$ cat config.mk
export PLATFORM = sky130hd
export DESIGN_NAME = song_sequencer_flat
export DESIGN_NICKNAME = d
export VERILOG_FILES = /design/src/rtl/song_pkg.sv /design/src/rtl/song_sequencer_if.sv /design/src/rtl/tempo_tick.sv /design/src/rtl/song_sequencer.sv /design/src/flat_wrapper.sv
export SDC_FILE = /design/constraint.sdc
export NUM_CORES = 1
export LEC_CHECK = 0
export BUFFER_PORTS_ARGS = -buffer_cell sky130_fd_sc_hd__buf_2
export CAP_MARGIN = 30
export CORE_MARGIN = 8
export CORE_UTILIZATION = 51
export CTS_CLUSTER_DIAMETER = 80
export CTS_CLUSTER_SIZE = 8
export DETAILED_ROUTE_END_ITERATION = 12
export GPL_TIMING_DRIVEN = 0
export PLACE_DENSITY_LB_ADDON = 0.08
export SYNTH_ARGS = -nofsm -noshare
export SYNTH_HDL_FRONTEND = slang
export SYNTH_HIERARCHICAL = 1
export SYNTH_SLANG_ARGS = --single-unit
export TNS_END_PERCENT = 20
$ cat constraint.sdc
create_clock -name clk -period 2.6 [get_ports clk]
set_input_delay 0.52 -clock clk [delete_from_list [all_inputs] [get_ports clk]]
set_output_delay 0.52 -clock clk [all_outputs]
set_load 0.01 [all_outputs]
$ cat src/rtl/song_pkg.sv
// Shared types and field layout for the song sequencer.
// A song ROM entry is {dur, period}, and a dur of 0 marks the end of the song.
package song_pkg;

    localparam int ADDR_W   = 7;
    localparam int PERIOD_W = 15;
    localparam int DUR_W    = 8;
    localparam int ENTRY_W  = DUR_W + PERIOD_W;

    localparam int DUR_LSB    = PERIOD_W;
    localparam int PERIOD_MSB = PERIOD_W - 1;

    localparam logic [DUR_W-1:0] END_MARKER = '0;

    typedef enum logic [2:0] {
        IDLE,
        FETCH,
        LOAD,
        PLAY,
        GAP
    } state_t;

    function automatic logic [DUR_W-1:0] entry_dur(input logic [ENTRY_W-1:0] entry);
        return entry[ENTRY_W-1:DUR_LSB];
    endfunction

    function automatic logic [PERIOD_W-1:0] entry_period(input logic [ENTRY_W-1:0] entry);
        return entry[PERIOD_MSB:0];
    endfunction

endpackage

$ cat src/rtl/song_sequencer_if.sv
// Song sequencer bus: play control, song ROM port and tone generator feed.
// The master side is the host plus ROM; the slave side is the sequencer.
interface song_sequencer_if;
    import song_pkg::*;

    logic                play;
    logic                stop;
    logic                loop;
    logic [ADDR_W-1:0]   rom_addr;
    logic [ENTRY_W-1:0]  rom_data;
    logic [PERIOD_W-1:0] note_value;
    logic                note_valid;
    logic                busy;
    logic                done;

    modport master (
        output play, stop, loop, rom_data,
        input  rom_addr, note_value, note_valid, busy, done
    );

    modport slave (
        input  play, stop, loop, rom_data,
        output rom_addr, note_value, note_valid, busy, done
    );

endinterface

$ cat src/rtl/tempo_tick.sv
// Tempo prescaler: counts 0..TICK_DIV-1 and strobes tick on the last count.
// While clr is high the count is held at 0 and tick stays low.
module tempo_tick #(
    parameter int TICK_DIV = 20910
) (
    input  logic clk,
    input  logic reset,
    input  logic clr,
    output logic tick
);

    localparam int CNT_W = $clog2(TICK_DIV);

    logic [CNT_W-1:0] cnt;

    assign tick = !clr && (cnt == CNT_W'(TICK_DIV - 1));

    always_ff @(posedge clk or posedge reset) begin
        if (reset) begin
            cnt <= '0;
        end else if (clr || tick) begin
            cnt <= '0;
        end else begin
            cnt <= cnt + 1'b1;
        end
    end

endmodule

$ cat src/rtl/song_sequencer.sv
// Song sequencer: walks the song ROM and holds each note's half-period for its duration.
// Defining SONG_SEQ_NOTE_GAP_EN inserts GAP_CYCLES of silence after every note.
//
// state | meaning
// IDLE  | waiting for play; outputs silent
// FETCH | ROM address presented, data arrives next cycle
// LOAD  | decode entry: end marker, rest or note
// PLAY  | hold note for dur tempo ticks
// GAP   | forced silence between notes (gap build only)
module song_sequencer
    import song_pkg::*;
#(
    parameter int TICK_DIV   = 20910,
    parameter int GAP_CYCLES = 2000
) (
    input logic              clk,
    input logic              reset,
    song_sequencer_if.slave  bus
);

    localparam int GAP_W = (GAP_CYCLES > 1) ? $clog2(GAP_CYCLES) : 1;

    state_t              state, state_nxt;
    logic [ADDR_W-1:0]   addr_q, addr_nxt;
    logic [PERIOD_W-1:0] value_q, value_nxt;
    logic                valid_q, valid_nxt;
    logic                done_q, done_nxt;
    logic                busy_q;
    logic [DUR_W-1:0]    dur_q, dur_nxt;
    logic [GAP_W-1:0]    gap_q, gap_nxt;
    logic                tick;
    logic                tick_clr;
    logic [DUR_W-1:0]    dur_in;
    logic [PERIOD_W-1:0] period_in;

    assign dur_in    = entry_dur(bus.rom_data);
    assign period_in = entry_period(bus.rom_data);

    // Holding the prescaler clear outside PLAY restarts every note on a tick boundary.
    assign tick_clr = (state != PLAY);

    tempo_tick #(
        .TICK_DIV (TICK_DIV)
    ) u_tempo_tick (
        .clk   (clk),
        .reset (reset),
        .clr   (tick_clr),
        .tick  (tick)
    );

    always_comb begin
        state_nxt = state;
        addr_nxt  = addr_q;
        value_nxt = value_q;
        valid_nxt = valid_q;
        done_nxt  = 1'b0;
        dur_nxt   = dur_q;
        gap_nxt   = gap_q;

        case (state)
            IDLE: begin
                if (bus.play) begin
                    state_nxt = FETCH;
                    addr_nxt  = '0;
                end
            end
            FETCH: state_nxt = LOAD;
            LOAD: begin
                if (dur_in == END_MARKER) begin
                    addr_nxt = '0;
                    if (bus.loop) begin
                        state_nxt = FETCH;
                    end else begin
                        state_nxt = IDLE;
                        done_nxt  = 1'b1;
                        valid_nxt = 1'b0;
                    end
                end else begin
                    value_nxt = period_in;
                    valid_nxt = (period_in != '0);
                    dur_nxt   = dur_in;
                    state_nxt = PLAY;
                end
            end
            PLAY: begin
                if (tick) begin
                    dur_nxt = dur_q - 1'b1;
                    if (dur_q == DUR_W'(1)) begin
                        addr_nxt = addr_q + 1'b1;
`ifdef SONG_SEQ_NOTE_GAP_EN
                        state_nxt = GAP;
                        valid_nxt = 1'b0;
                        gap_nxt   = GAP_W'(GAP_CYCLES - 1);
`else
                        state_nxt = FETCH;
`endif
                    end
                end
            end
            GAP: begin
                if (gap_q == '0) begin
                    state_nxt = FETCH;
                end else begin
                    gap_nxt = gap_q - 1'b1;
                end
            end
            default: state_nxt = IDLE;
        endcase

        // stop overrides everything, including a play in the same cycle
        if (bus.stop) begin
            state_nxt = IDLE;
            addr_nxt  = '0;
            valid_nxt = 1'b0;
            done_nxt  = 1'b0;
        end
    end

    always_ff @(posedge clk or posedge reset) begin
        if (reset) begin
            state   <= IDLE;
            addr_q  <= '0;
            value_q <= '0;
            valid_q <= 1'b0;
            done_q  <= 1'b0;
            busy_q  <= 1'b0;
            dur_q   <= '0;
            gap_q   <= '0;
        end else begin
            state   <= state_nxt;
            addr_q  <= addr_nxt;
            value_q <= value_nxt;
            valid_q <= valid_nxt;
            done_q  <= done_nxt;
            busy_q  <= (state_nxt != IDLE);
            dur_q   <= dur_nxt;
            gap_q   <= gap_nxt;
        end
    end

    assign bus.rom_addr   = addr_q;
    assign bus.note_value = value_q;
    assign bus.note_valid = valid_q;
    assign bus.busy       = busy_q;
    assign bus.done       = done_q;

endmodule

$ cat src/flat_wrapper.sv
// flat-port wrapper written by rule: the top's interface ports become plain ports
module song_sequencer_flat import song_pkg::*;
#(
    parameter int TICK_DIV   = 20910,
    parameter int GAP_CYCLES = 2000
)
  (clk, reset, bus_play, bus_stop, bus_loop, bus_rom_data, bus_rom_addr, bus_note_value, bus_note_valid, bus_busy, bus_done);
  song_sequencer_if bus_i ();
  input logic clk;
  input logic reset;
  input wire logic [$bits(bus_i.play)-1:0] bus_play;
  input wire logic [$bits(bus_i.stop)-1:0] bus_stop;
  input wire logic [$bits(bus_i.loop)-1:0] bus_loop;
  input wire logic [$bits(bus_i.rom_data)-1:0] bus_rom_data;
  output wire logic [$bits(bus_i.rom_addr)-1:0] bus_rom_addr;
  output wire logic [$bits(bus_i.note_value)-1:0] bus_note_value;
  output wire logic [$bits(bus_i.note_valid)-1:0] bus_note_valid;
  output wire logic [$bits(bus_i.busy)-1:0] bus_busy;
  output wire logic [$bits(bus_i.done)-1:0] bus_done;
  assign bus_i.play = bus_play;
  assign bus_i.stop = bus_stop;
  assign bus_i.loop = bus_loop;
  assign bus_i.rom_data = bus_rom_data;
  assign bus_rom_addr = bus_i.rom_addr;
  assign bus_note_value = bus_i.note_value;
  assign bus_note_valid = bus_i.note_valid;
  assign bus_busy = bus_i.busy;
  assign bus_done = bus_i.done;
  song_sequencer #(.TICK_DIV(TICK_DIV), .GAP_CYCLES(GAP_CYCLES)) u_core (.clk(clk), .reset(reset), .bus(bus_i));
endmodule
Word level (Yosys, flattened, before mapping)

Cells that the tools add are included.
W data, S select, Z words.

Equal/unequal tests: 14
Bitwise gates (word level): 2
Add/subtract/negate cells: 4
Multiplexer cells: 26
Reductions and logical operators: 16

Operator list:

| cell                    | number |
|---|---|
| $mux W7                 | 5 |
| $pmux W7 S3             | 1 |
| $mux W8                 | 2 |
| $pmux W8 S2             | 1 |
| $add A15 B1 Y15 const B | 1 |
| $eq A15 B15 Y1 const B  | 1 |
| $mux W15                | 1 |
| $mux W3                 | 5 |
| $pmux W3 S5             | 1 |
| $reduce_bool A15 Y1     | 1 |
| $logic_not A11 Y1       | 1 |
| $sub A11 B1 Y11 const B | 1 |
| $mux W1                 | 9 |
| $ne A3 B2 Y1 const B    | 3 |
| $ne A3 B3 Y1 const B    | 3 |
| $eq A8 B1 Y1 const B    | 1 |
| $logic_not A8 Y1        | 1 |
| $sub A8 B1 Y8 const B   | 1 |
| $add A7 B1 Y7 const B   | 1 |
| $eq A3 B2 Y1 const B    | 2 |
| $reduce_and A2 Y1       | 3 |
| $reduce_and A5 Y1       | 1 |
| $ne A2 B2 Y1 const B    | 2 |
| $reduce_bool A2 Y1      | 2 |
| other kinds (11)        | 12 |

Register bits: 62

Logic depth before layout (Yosys ltp)

Gate-level depths: netlist of run 1.

Word-level depth: 7
Depth in mapped cells: 10
Depth with buffers taken out: 9

Modules after synthesis

The synthesis of run 1 kept the hierarchy.

By module, submodules not included:

| module         | cells an instance | area an instance (µm²) | times used | sequential area each (µm²) |
|---|---|---|---|---|
| song_sequencer | 226               | 2422.3                 | 1          | 1176.1 |
| tempo_tick     | 77                | 762.0                  | 1          | 375.4 |

Least setup slack after synthesis of run 1

OpenSTA, ideal clock, no wires.

Path kind: reg2reg
From: register u_core.u_tempo_tick.cnt[6]
To: register u_core.addr_q[4], in the netlist u_core/bus.rom_addr[4]
Arrival: 2.405 ns
Library setup time: 0.140 ns
Slack: 0.055 ns
Stages on the path, launching flop included: 8
Buffers on the path: 0
Cell sequence: dfrtp_1 -> or4b_1 -> or4_4 -> nor2_1 -> nand2_1 -> a211o_1 -> nor2_1 -> a311oi_1

Cells in the longest elaborated chain, start to end: 4

RTL lines:

| element                     | line                  | text |
|---|---|---|
| start: declaration          | tempo_tick.sv:14      | `logic [CNT_W-1:0] cnt;` |
| start signal: assignment    | tempo_tick.sv:24      | `cnt <= cnt + 1'b1;` |
| $eq A15 B15 Y1              | tempo_tick.sv:16      | `assign tick = !clr && (cnt == CNT_W'(TICK_DIV - 1));` |
| $logic_and A1 B1 Y1         | tempo_tick.sv:16      |  |
| net u_core.tick             | song_sequencer.sv:31  | `logic tick;` |
| $ne A3 B3 Y1 (no line)      | n/a                   |  |
| $reduce_and A5 Y1 (no line) | n/a                   |  |
| end signal: assignment      | song_sequencer.sv:131 | `addr_q <= addr_nxt;` |
| end: declaration            | song_sequencer.sv:24  | `logic [ADDR_W-1:0] addr_q, addr_nxt;` |

The timed path passes the listed nets, and every way through them passes these cells.
A chain may end at the register's enable or synchronous reset.

Worst setup path after layout of run 1

From: register u_core.u_tempo_tick.cnt[6]
To: register u_core.addr_q[0], in the netlist u_core/bus.rom_addr[0]

The elaborated chain is that of the path after synthesis.

==> impl_metrics.toml, run 1 <==
[outcome]
status = "complete, no violations"

[sta]
final_hold_viol_count = 0
min_period_ns = 2.53
fin_crit_sh_pct = 97.2
worstMarginPinSlew_ns = 0.773
final-setup-viol-count = 0
final.setup_skew_ns = 0.00654
finalSetupTns_ns = 0
fmax_mhz = 396
slew_viol_final = 0
slew_headroom_pct = 48.0

[clock_tree]
cts_tree = "built"
numCtsBuffers = 9
cts-root-buf = "clkbuf_8"
cts_hold_buf = 0
clkTransAtPathRegs_ns = 0.07
clk_path_buf_depth = 2
cts.sink_count = 62
clk_latency_ns = 0.33
ctsHtreeMaxLevel = 3

[yosys]
synthArstFlopShare_pct = 100
synthesis.nets = 338
ys_types = 57
synthFlopType = "dfrtp_1"
synth_edf_count = 0
synth_top_area_cell = "dfrtp_1"
syn_area_um2 = 3180
syn_inst = 303
synth_top_area_share_pct = 48.7
yosys_warnings = 6
syn_area_per_cell_um2 = 10.5
yosys-top-cells-area = "dfrtp_1 (49%), xnor2_1 (5.5%), nor2_1 (3.3%)"
ys_seq_elements = 62
yosysSeqAreaShare_pct = 48.7

[setup_path]
worstPathRequired_ns = 2.79
crit_type = "flip-flop to flip-flop"
crit_path_start_kind = "flip-flop"
cp_max_fo = 5
cp-end-kind = "flip-flop"
reg2reg_depth = 7
ff2ff_setup_slack_ns = 0.07
critPathArrivalTime_ns = 2.72

[final_layout]
diodes = 0
syn_to_final_growth_pct = 21.3
finalNonFillerCells = 449
nets = 404
nFillCells = 483
drive_gt1_share_pct = 27.3

[routing]
antenna_left = 0
dr.first_iter.drc_count = 135
wl_per_cell_um = 15.7
viasPerCell = 5.64
wl_um = 7070
drc = 0
dr.pass1.iters = 4
vias = 2532

[floorplan]
start_util_pct = 53.2
coreArea_um2 = 5990
die_w_um = 95.0
fp.dieArea_um2 = 9030
io_pins = 53
fp-row-count = 28
fp.dieH_um = 95.0

[placement]
portBuffers = 52
post-dp-hpwl_um = 5160
gp_congestion = 0.859
place_inst = 431

[pwr]
irDropWorstVdd_mv = 0.476
p_leak_nw = 1.61
total_power_mw = 2.84
power_per_cell_area_nw_per_um2 = 734

[grt]
grt_pass1_wl_um = 11800
antenna_found_initial = 0
grt_start_max_net_pins = 40
grt.total_usage_pct = 16.5
overflow = 0
first_global_vias = 2524

[flow_run]
maxCapViolCount = 0

[worst_hold_path]
hold_path.class = "input port to async pin"
==> final cells by class <==
type                            count  area (um^2)  share of cell area, %
Clock buffer                       11          151                   3.92
Clock inverter                      5          105                   2.72
Sequential cell                    62         1550                   40.2
Timing Repair Buffer               55          295                   7.64
Inverter                           15         56.3                   1.46
Tap cell                           75         93.8                   2.43
Multi-Input combinational cell    218         1560                   40.4
Buffer                              8         47.5                   1.23
==> cell usage in the layout, fill, tap and decap left out, types with 3 or more instances in the layout <==
cell / count
nand4_1: 4
nand2b_1: 4
inv_1: 13
nand4b_1: 3
nor2b_1: 6
dfrtp_1: 62
o21ai_1: 4
nand3_1: 15
a21oi_1: 19
or4_4: 3
xnor2_1: 20
clkbuf_8: 11
mux2_2: 8
ha_1: 7
buf_4: 4
buf_2: 54
o31ai_1: 3
nor2_1: 26
nand2_1: 11
nor3_1: 9
mux2_1: 7
bufinv_16: 3
a311oi_1: 5
nor4_1: 10
o21ai_0: 11
==> synthesized netlist by cell type, drive strengths merged, types with 3 or more instances <==
cell / number
nand3: 15
nand4: 4
nand2b: 5
nor2b: 6
a311oi: 5
xnor2: 20
or4: 5
inv: 15
nand2: 11
buf: 6
nor3: 9
nand4b: 3
dfrtp: 62
nor4: 11
o31ai: 5
ha: 7
nor2: 28
a21oi: 20
o21ai: 15
mux2: 15
==> critical path, stage by stage (launching register included) <==
cell and delay [ns]:
dfrtp_1 0.41, or4b_1 0.53, or4_4 0.47, nor2_4 0.18
nand2_1 0.10, a211o_4 0.37, o31ai_2 0.23, a21oi_1 0.10
==> power breakdown <==
group	switching, mW	leakage, nW	internal [mW]	total, mW
registers	0.114	0.816	1.11	1.22
logic	0.295	0.673	0.249	0.544
clock network	0.382	0.122	0.689	1.07
total	0.791	1.61	2.05	2.84
==> metrics by stage <==
stage	setup WS, ns	area [um^2]	util (%)	hold slack, ns
finish	0.0731	3860	64.5	0.0945
global route	-0.0123	3860	64.5	0.109
CTS	-0.0237	3820	63.8	0.0816
detailed placement	-0.316	3560	59.4	0.449
global placement	-0.301	3540	59.1	0.463
floorplan	0.0554	3180	-	0.421
==> per-layer routing <==
layer  routed length [um]  global-route usage [%]  up-vias
met2                 3470                    27.8       43
met4                   98                    6.76        0
met1                 3200                    20.0     1235
met3                  295                    3.54        7
met5                    0                       0        -
li1                     -                       -     1247
==> timing repair <==
item                       4_1_cts  5_1_grt
pin swaps                        0        4
buffers inserted                 0        2
setup endpoints to repair       14        9
gates resized for setup          3        4
==> kinds of logic after synthesis <==
group / share of synthesized area (%)
simple gates: 21.0
fa+ha+maj: 2.75
mux: 5.62
buf+inv: 3.26
flops: 48.7
xor+xnor: 5.78
compound gates: 12.8
==> registers in the layout, indices dropped and copies added, names as in the netlist <==
name and flops:
u_core/bus.note_value 15, u_core/u_tempo_tick/cnt 15, u_core/gap_q 11, u_core/dur_q 8, u_core/bus.rom_addr 7, u_core/state 3
u_core/bus.busy 1, u_core/bus.done 1, u_core/bus.note_valid 1
==> worst paths after layout <==
kind	start	end
setup reg to reg	u_core/u_tempo_tick/cnt[6]	u_core/bus.rom_addr[0]
setup / recovery	u_core/u_tempo_tick/cnt[6]	u_core/bus.rom_addr[0]
max in group asynchronous	reset	u_core/u_tempo_tick/cnt[6]
min in group clk	bus_stop	u_core/state[2]
hold reg to reg	u_core/gap_q[5]	u_core/gap_q[5]
hold / removal	reset	u_core/gap_q[1]
Power figures use the tool's default switching activity.
==> run 2: changes to the inputs <==
--- a/config.mk
+++ b/config.mk
@@ -5,10 +5,11 @@
 export SDC_FILE = /design/constraint.sdc
 export NUM_CORES = 1
 export LEC_CHECK = 0
+export ABC_AREA = 1
 export BUFFER_PORTS_ARGS = -buffer_cell sky130_fd_sc_hd__buf_2
 export CAP_MARGIN = 30
 export CORE_MARGIN = 8
-export CORE_UTILIZATION = 51
+export CORE_UTILIZATION = 52
 export CTS_CLUSTER_DIAMETER = 80
 export CTS_CLUSTER_SIZE = 8
 export DETAILED_ROUTE_END_ITERATION = 12
==> run 2 against run 1 <==
Flip-flop and latch count did not move. Die area grew 6.8%. Non-clock buffer count decreased by 2. Worst hold slack gained 0.077 ns. Largest cell class unchanged. Count of clock-buffer cells in the layout rose by 2.
==> impl_metrics.toml, run 2 <==
[yosys]
synth-adder-area-share_pct = 2.49
synthFlopType = "dfrtp_1"
yosysSeqAreaShare_pct = 44.2
synth_edf_count = 0
synth-simple-area-share_pct = 35.8
synth_top_area_cell = "dfrtp_1"
yosys-top-cells-area = "dfrtp_1 (44%), nand2_1 (16%), nor2_1 (6.8%)"
yosys_warnings = 6
ys_top_cells_by_count = "nand2_1 (149), nor2_1 (64), dfrtp_1 (62), inv_1 (54), nand3_1 (40)"
synth_xor_area_share_pct = 4.24
synthArstFlopShare_pct = 100
synthesis.nets = 510
synth.most_common_cell = "nand2_1"
ys_types = 31
synth_top_family_by_area = "simple AND/OR/NAND/NOR gates"
syn_area_per_cell_um2 = 7.39
synth_compound_area_share_pct = 5.45
synth_top_area_share_pct = 44.2
ys_seq_elements = 62
syn_area_um2 = 3510
syn_inst = 475
synth.area.mux_share_pct = 0

[setup_path]
rr_endpoint = "u_core/bus.rom_addr[4]"
reg2reg_from = "u_core/state[2]"
crit_start = "u_core/state[2]"
cp_max_fo = 10
crit_path_start_kind = "flip-flop"
cp-end-kind = "flip-flop"
critPathArrivalTime_ns = 2.21
ff2ff_setup_slack_ns = 0.66
worstPathRequired_ns = 2.87
reg2reg_depth = 11
crit_type = "flip-flop to flip-flop"

[placement]
post-dp-hpwl_um = 5890
portBuffers = 51
gp_congestion = 0.849
place_inst = 607

[routing]
dr.first_iter.drc_count = 165
antenna_left = 0
wl_per_cell_um = 12.5
vias = 3126
wl_um = 7800
dr.pass1.iters = 4
drc = 0
viasPerCell = 5.02

[final_layout]
finalNonFillerCells = 623
nets = 573
layout_common_cells = "nand2_1 (149), nor2_1 (64), dfrtp_1 (62), buf_2 (54), inv_1 (53)"
layout_commonest_cell = "nand2_1"
drive_gt1_share_pct = 18.0
final_core_util_pct = 61.7
diodes = 0
nFillCells = 656
syn_to_final_growth_pct = 17.3

[clock_tree]
cts_resized = 0
cts_tree = "built"
cts-root-buf = "clkbuf_8"
cts_hold_buf = 0
clk_latency_ns = 0.33
cts.sink_count = 62
ctsHtreeMaxLevel = 3
clkTransAtPathRegs_ns = 0.07
postCtsSetupRepairBufs = 0
clk_path_buf_depth = 2
numCtsBuffers = 9

[grt]
grt_pass1_wl_um = 13800
grt.total_usage_pct = 17.4
antenna_found_initial = 0
overflow = 0
first_global_vias = 3062
grt_start_max_net_pins = 32

[pwr]
irDropWorstVdd_mv = 0.442
total_power_mw = 3.00
p_leak_nw = 2.13
power_per_cell_area_nw_per_um2 = 728

[floorplan]
start_util_pct = 52.6
coreArea_um2 = 6680
fp.dieH_um = 98.2
fp-row-count = 30
fp.dieArea_um2 = 9640
die_w_um = 98.2
io_pins = 53

[sta]
final.setup_skew_ns = 0.00426
fmax_mhz = 514
fin_crit_sh_pct = 74.8
rsz0062_at_grt = "no"
finalSetupTns_ns = 0
final_hold_viol_count = 0
slew_viol_final = 0
slew_headroom_pct = 60.2
final-setup-viol-count = 0
worstMarginPinSlew_ns = 0.596
min_period_ns = 1.94

[outcome]
status = "complete, no violations"

[flow_run]
maxCapViolCount = 0

[worst_hold_path]
hold_path.class = "input port to async pin"
==> run 2: how the worst max path moves through the flow <==
stage / endpoint / depth (start not counted)
final: u_core/bus.rom_addr[4] / 11
after CTS: u_core/bus.rom_addr[4] / 11
after detailed placement: u_core/bus.rom_addr[4] / 11
after global placement: u_core/dur_q[6] / 2
after global routing: u_core/bus.rom_addr[3] / 11
after floorplan: u_core/bus.busy / 1
==> run 2: logic make-up after synthesis <==
group	Yosys count
AO/OA/AOI/OAI	33
adder cells (fa/ha/maj)	7
AND/OR/NAND/NOR	292
flip-flops	62
buffers and inverters	64
XOR/XNOR	17
==> run 2: critical path, stage by stage (launching register included) <==
cell     delay, ns
dfrtp_1       0.41
inv_1         0.12
nand3_1       0.30
nor2_1        0.36
inv_1         0.07
nand2_1       0.07
nand2_1       0.05
inv_1         0.08
nand3_4       0.13
nand2_2       0.17
nand2_1       0.07
nand2_1       0.06
==> run 2: final cells by class <==
type,instances,area (um^2),area share [%]
plain buffers,9,67.6,1.64
clock buffers,13,169,4.10
clock inverters,3,65.1,1.58
inverters,55,206,5.01
multi-input cells,349,1690,40.9
flip-flops and latches,62,1550,37.6
well taps,80,100,2.43
repair buffers,52,275,6.68
==> run 2: power breakdown <==
| group | switching (mW) | internal, mW |
|---|---|---|
| Sequential | 0.120 | 1.16 |
| Clock | 0.366 | 0.618 |
| Combinational | 0.458 | 0.282 |
| Total | 0.944 | 2.05 |
==> run 2: per-layer routing <==
layer  vias up  part of all wire, %  wire, um  track usage (%)
met3        10                  5.4       418             4.13
met5         -                    0         0                0
met1      1436                   47      3680             22.3
li1       1622                    -         -                -
met4         0                  1.3       103             7.32
met2        58                   46      3590             27.4
==> run 2: metrics by stage <==
stage          cell area, um^2  hold WS [ns]  setup slack, ns
2_1_floorplan             3510         0.421            0.964
3_3_place_gp              3870         0.459            0.255
3_5_place_dp              3890         0.460            0.727
4_1_cts                   4120         0.170            0.691
5_1_grt                   4120         0.196            0.402
6_report                  4120         0.172            0.656
